[src/rtl/seg_p2s_tx.sv]
// Serial 7-segment frame transmitter: captures a 4-digit hex value, encodes it
// active-low and clocks it into the board's shift chain. Optional macro SEG_P2S_DP_EN adds decimal points.
module seg_p2s_tx #(
    parameter int DIV = 4
) (
    input  logic        clk,
    input  logic        rst,
    input  logic [15:0] num,
`ifdef SEG_P2S_DP_EN
    input  logic [3:0]  dp,
`endif
    input  logic        start,
    output logic        busy,
    output logic        done,
    output logic        sclk,
    output logic        sdata,
    output logic        latch
);

    localparam int CW = (DIV > 1) ? $clog2(DIV) : 1;
    localparam logic [CW-1:0] DIV_LAST = CW'(DIV - 1);

    localparam logic [1:0] S_IDLE  = 2'd0;
    localparam logic [1:0] S_SHIFT = 2'd1;
    localparam logic [1:0] S_LATCH = 2'd2;

    logic [1:0]    state;
    logic [CW-1:0] div_cnt;
    logic          phase;
    logic [4:0]    bit_cnt;
    logic [30:0]   frame_rem;
    logic [31:0]   frame_enc;
    logic [3:0]    dp_v;

    function automatic logic [7:0] seg_enc(input logic [3:0] n, input logic dp_on);
        logic [7:0] s;
        case (n)
            4'h0: s = 8'hC0;
            4'h1: s = 8'hF9;
            4'h2: s = 8'hA4;
            4'h3: s = 8'hB0;
            4'h4: s = 8'h99;
            4'h5: s = 8'h92;
            4'h6: s = 8'h82;
            4'h7: s = 8'hF8;
            4'h8: s = 8'h80;
            4'h9: s = 8'h90;
            4'hA: s = 8'h88;
            4'hB: s = 8'h83;
            4'hC: s = 8'hC6;
            4'hD: s = 8'hA1;
            4'hE: s = 8'h86;
            default: s = 8'h8E;
        endcase
        return {~dp_on, s[6:0]};
    endfunction

`ifdef SEG_P2S_DP_EN
    assign dp_v = dp;
`else
    assign dp_v = 4'b0000;
`endif

    always_comb begin
        frame_enc = {seg_enc(num[15:12], dp_v[3]), seg_enc(num[11:8], dp_v[2]),
                     seg_enc(num[7:4],   dp_v[1]), seg_enc(num[3:0],  dp_v[0])};
    end

    // frame_rem holds the bits still to be sent; sdata always carries the current bit.
    always_ff @(posedge clk or posedge rst) begin
        if (rst) begin
            state     <= S_IDLE;
            div_cnt   <= '0;
            phase     <= 1'b0;
            bit_cnt   <= 5'd0;
            frame_rem <= '0;
            busy      <= 1'b0;
            done      <= 1'b0;
            sclk      <= 1'b0;
            sdata     <= 1'b0;
            latch     <= 1'b0;
        end else begin
            done <= 1'b0;
            case (state)
                S_IDLE: begin
                    if (start) begin
                        state     <= S_SHIFT;
                        frame_rem <= frame_enc[30:0];
                        sdata     <= frame_enc[31];
                        bit_cnt   <= 5'd31;
                        div_cnt   <= '0;
                        phase     <= 1'b0;
                        busy      <= 1'b1;
                    end
                end
                S_SHIFT: begin
                    if (div_cnt == DIV_LAST) begin
                        div_cnt <= '0;
                        if (!phase) begin
                            phase <= 1'b1;
                            sclk  <= 1'b1;
                        end else begin
                            phase <= 1'b0;
                            sclk  <= 1'b0;
                            if (bit_cnt == 5'd0) begin
                                state <= S_LATCH;
                                sdata <= 1'b0;
                                latch <= 1'b1;
                            end else begin
                                bit_cnt   <= bit_cnt - 5'd1;
                                sdata     <= frame_rem[30];
                                frame_rem <= {frame_rem[29:0], 1'b0};
                            end
                        end
                    end else begin
                        div_cnt <= div_cnt + 1'b1;
                    end
                end
                S_LATCH: begin
                    if (div_cnt == DIV_LAST) begin
                        div_cnt <= '0;
                        latch   <= 1'b0;
                        busy    <= 1'b0;
                        done    <= 1'b1;
                        state   <= S_IDLE;
                    end else begin
                        div_cnt <= div_cnt + 1'b1;
                    end
                end
                default: begin
                    state <= S_IDLE;
                    sclk  <= 1'b0;
                    latch <= 1'b0;
                    busy  <= 1'b0;
                end
            endcase
        end
    end

endmodule

[config.mk]
export PLATFORM = sky130hd
export DESIGN_NAME = seg_p2s_tx
export DESIGN_NICKNAME = d
export VERILOG_FILES = /design/src/rtl/seg_p2s_tx.sv
export SDC_FILE = /design/constraint.sdc
export NUM_CORES = 1
export LEC_CHECK = 0
export ABC_AREA = 1
export BUFFER_PORTS_ARGS = -buffer_cell sky130_fd_sc_hd__buf_2
export CAP_MARGIN = 20
export CELL_PAD_IN_SITES_DETAIL_PLACEMENT = 2
export CELL_PAD_IN_SITES_GLOBAL_PLACEMENT = 2
export CORE_MARGIN = 1.5
export CORE_UTILIZATION = 37
export DETAILED_ROUTE_END_ITERATION = 6
export PLACE_DENSITY = 0.84
export SYNTH_ARGS = -nofsm -noshare
export SYNTH_HDL_FRONTEND = slang
export SYNTH_SLANG_ARGS = --single-unit
[constraint.sdc]
create_clock -name clk -period 2.65 [get_ports clk]
set_input_delay 0.53 -clock clk [delete_from_list [all_inputs] [get_ports clk]]
set_output_delay 0.53 -clock clk [all_outputs]
set_load 0.1 [all_outputs]
# Yosys cells after proc, flatten, opt, wreduce, memory -nomap -nowiden
# Memory sizes are Yosys's and may differ from the RTL's.
# Index checks and enable logic that the tools add are counted.
[word_totals]
register_bits = 46
mem_bits_ro = 448
input_bits = 19
output_inout_bits = 5
memories = 4
[memory_table]
columns = ["name", "depth", "width", "rd", "rd_clocked_by_memory_dff", "wr", "line_no", "source"]
rows = [
  ["(name not given)", 16, 7, 1, 0, 0, "37", "case (n)"],
  ["(name not given)", 16, 7, 1, 0, 0, "37", ""],
  ["(name not given)", 16, 7, 1, 0, 0, "37", ""],
  ["(name not given)", 16, 7, 1, 0, 0, "37", ""],
]
[op_classes]
add_sub_neg = 2
n_eq_ne = 9
n_mux = 37
n_bitwise = 3
n_reduce_logical = 14
[ops]
columns = ["op", "n"]
rows = [
  ["31-bit two-way mux", 4],
  ["31-bit case mux with 2 select lines", 1],
  ["5-bit two-way mux", 4],
  ["5-bit AND reduction", 3],
  ["2-bit two-way mux", 7],
  ["1-bit two-way mux", 13],
  ["2-bit != test (second input constant)", 6],
  ["5-bit case mux with 2 select lines", 1],
  ["1-bit case mux with 2 select lines", 3],
  ["1-bit case mux with 3 select lines", 2],
  ["2-bit case mux with 3 select lines", 1],
  ["3-bit AND reduction", 2],
  ["5-bit zero test", 1],
  ["5-bit by 1-bit subtractor with 5-bit output (second input constant)", 1],
  ["2-bit == test (second input constant)", 2],
  ["2-bit case mux with 2 select lines", 1],
  ["2-bit AND reduction", 2],
  ["4-bit AND reduction", 1],
  ["2-bit nonzero test", 2],
  ["2-bit OR reduction", 2],
  ["1-bit NOT", 3],
  ["2-bit by 1-bit adder with 2-bit output (second input constant)", 1],
  ["2-bit by 1-bit == test with 1-bit output (second input constant)", 1],
  ["2-bit zero test", 1],
]

# Depth between registers and ports, before layout
[logic_depth]
depth_word = 5
depth_mapped = 10
ltp_nobuf = 9

# Least setup slack after synthesis
# No wires, ideal clock.
[synth_timing]
path_type = "reg-to-reg"
startpoint = "register state[1]"
endpoint = "register frame_rem[16]"
setup_time_ns = 0.117
arrival_time_ns = 1.339
required_ns = 2.533
path_slack_ns = 1.195
stages_incl_launch_ff = 9
n_path_buf = 2
path_cell_list = "dfrtp_1 -> inv_1 -> ha_1 -> inv_2 -> buf_2 -> buf_2 -> or2_1 -> nand3_2 -> nand2_1"
[synth_between]
elab_chain_len = 3
[synth_rtl]
columns = ["item", "line_no", "source"]
rows = [
  ["start: declaration", "27", "logic [1:0] state;"],
  ["start signal: assignment", "72", "state <= S_IDLE;"],
  ["start signal: assignment", "87", "state <= S_SHIFT;"],
  ["start signal: assignment", "106", "state <= S_LATCH;"],
  ["2-bit by 1-bit == test with 1-bit output / 2-bit zero test (equally long branches)", "84", "case (state)"],
  ["2-bit != test (no line) / 2-bit nonzero test (equally long branches)", "--", ""],
  ["5-bit AND reduction (no line)", "--", ""],
  ["end signal: assignment", "88", "frame_rem <= frame_enc[30:0];"],
  ["end signal: assignment", "112", "frame_rem <= {frame_rem[29:0], 1'b0};"],
  ["end: declaration", "31", "logic [30:0] frame_rem;"],
]
# Several ways; a longest one is shown, not always the timed one.
# A chain may end at the register's enable or synchronous reset.

# Worst setup path after layout
[layout_timing]
startpoint = "register state[1]"
endpoint = "register frame_rem[18]"
# The elaborated chain is that of the path after synthesis.

==> results.ini <==
[synth]
ys_seq_elements=46
ys_seq_area_share_pct=34.57
yosysWarnings=0
syn_area_mm2=0.003329
avgSynthCellArea_um2=6.740
synthDistinctLibCells=26
syn_nets=541
syn_inst=494

[cts]
post_cts_buffers=0
cts_resized=0
clk_latency_ns=0.30
cts_buffers=5
clk_transition_reported_paths_ns=0.09
ctsHoldBuffers=0
cts_htree_levels=2
cts.sink_count=46
cts-root-buf=clkbuf_8
clockBufferDepth=2
cts_tree=done

[final_layout]
area_delta_synth_final_pct=8.230
diodes=0
postLayoutCoreUtil_pct=41.32
stdcell_count=616
fin_nets=554
drive_above_1_share_pct=10.43

[sta]
tightest_slew_ns=0.7729
rsz0062_at_grt=no
holdWs_ns=0.2925
finalCriticalPeriod_ns=2.225
finalCritPeriodShare_pct=83.98
setup_tns_ns=0
slew_violations=0
setup_viol=0
maxSlewHeadroom_pct=48.29
hold_viol_final=0
clock_skew_ns=0.005957
timing.fmax_mhz=449.3

[routing]
drtPass1Iterations=4
vias=3125
antenna_left=0
wire_per_inst_um=15.10
routed_wl_mm=9.302
routed_via_density=5.073
initialDrtViolationCount=68
drc=0

[placed_design]
hpwl_mm=6.979
placedCellCount=608
place_congestion=0.7917
portBuffers=23

[grt]
first_global_vias=3532
grt_pass1_wl_mm=16.57
grt_max_degree=43
grt_antenna_before_repair=0
grt_overflow_total=0
track_usage_pct=20.88

[critical_path]
required_ns=2.89
crit_path_end_kind=flip-flop
worst-path-max-fanout=42
startpoint_type=flip-flop
critical_path_class=reg -> reg
arrival_ns=2.46

[pwr]
powerDensity_mw_per_mm2=1045
irDropWorstVdd_mv=0.2822
total_power_mw=3.764
leakagePower_nw=2.032

[job]
cap_violations=0

[floorplanning]
die_x_um=97.86
die-area_mm2=0.009577
rows=34
io_pins=24
die_h_um=97.86
coreArea_mm2=0.008721
start_util_pct=38.18

[min_path]
hp-class=in -> async

[outcome]
outcome=finished, final reports clean

## worst paths after layout
path,from,endpoint,slack (ns),cells after the start
hold reg to reg,frame_rem[16],frame_rem[16],0.48,2
min in group clk,frame_rem[16],frame_rem[16],0.48,2
max in group asynchronous,rst,frame_rem[26],1.73,3
setup reg to reg,state[1],frame_rem[18],0.42,7
hold / removal,rst,done,0.29,2
setup / recovery,state[1],frame_rem[18],0.42,7
## flip-flops by register name (all words and copies together) (netlist names)
signal,flops
frame_rem,31
bit_cnt,5
div_cnt,2
state,2
busy,1
done,1
latch,1
phase,1
sclk,1
sdata,1
## layout make-up
| type | instances | area (µm²) |
|---|---|---|
| Clock buffer | 7 | 76.32 |
| Clock inverter | 1 | 30.03 |
| Fill cell | 1087 | 5117 |
| Inverter | 49 | 183.9 |
| Multi-Input combinational cell | 378 | 1882 |
| Sequential cell | 46 | 1151 |
| Tap cell | 108 | 135.1 |
| Timing Repair Buffer | 27 | 145.1 |
## cells in the final DEF (no fill, tap or decap)
cell type,netlist,final
nand2_1,218,218
nand3_1,52,52
inv_1,47,46
dfrtp_1,46,46
ha_1,28,28
buf_2,12,23
nor2_1,21,21
o21ai_1,15,15
o21ai_0,12,12
or2_2,7,7
a21oi_1,5,5
clkbuf_8,0,5
or2_1,4,4
buf_4,1,4
inv_2,2,3
nand2_2,3,3
nand4_1,3,3
nand3_2,3,3
clkbuf_1,6,2
nand3_4,1,1
nor2_4,1,1
nor2_8,1,1
nor2_2,1,1
o21a_1,1,1
a21boi_0,1,1
o211ai_1,1,1
bufinv_16,0,1
## power by group
part	switching, mW	total [mW]	leakage [nW]	internal, mW
logic	1.47	2.06	1.40	0.587
clock network	0.242	0.525	0.0524	0.283
registers	0.166	1.18	0.575	1.02
total	1.88	3.76	2.03	1.89
## cells in the mapped netlist (all sizes together)
| cell type | count | area [µm²] |
|---|---|---|
| or2 | 11 | 68.81 |
| clkbuf | 6 | 22.52 |
| nor2 | 24 | 116.4 |
| ha | 28 | 350.3 |
| a21boi | 1 | 7.510 |
| buf | 15 | 90.09 |
| o211ai | 1 | 7.510 |
| dfrtp | 46 | 1151 |
| a21oi | 5 | 25.02 |
| nand3 | 56 | 307.8 |
| o21ai | 27 | 135.1 |
| nand2 | 221 | 837.1 |
| inv | 49 | 183.9 |
| o21a | 1 | 7.510 |
| nand4 | 3 | 18.77 |
## cell families (layout without fill, tap and decap cells)
group | count (synthesis) | after routing | share of synthesized area (%)
simple gates | 315 | 315 | 40.51
buf+inv | 70 | 84 | 8.907
flops | 46 | 46 | 34.57
compound gates | 35 | 35 | 5.487
fa+ha+maj | 28 | 28 | 10.52
## through the flow
step,setup slack (ns),area (µm²)
detailed placement,0.4277,3497
finish,0.4245,3603
global placement,0.5247,3497
floorplan,1.032,3329
global route,0.1668,3603
CTS,0.3861,3603
## metal layers
layer	global-route usage (%)	wire length, µm
met5	0	0
met4	5.714	151
met3	2.004	118
met2	39.58	4809
met1	24.92	4223
## worst max-delay path, cell delays in order, from the launching register on
cell	delay, ns
dfrtp_1	0.39
inv_1	0.10
ha_1	0.19
buf_4	0.35
nand4_1	0.20
nand2_2	0.61
nand2_1	0.17
nand2_1	0.13
(Power assumes the default switching activity.)
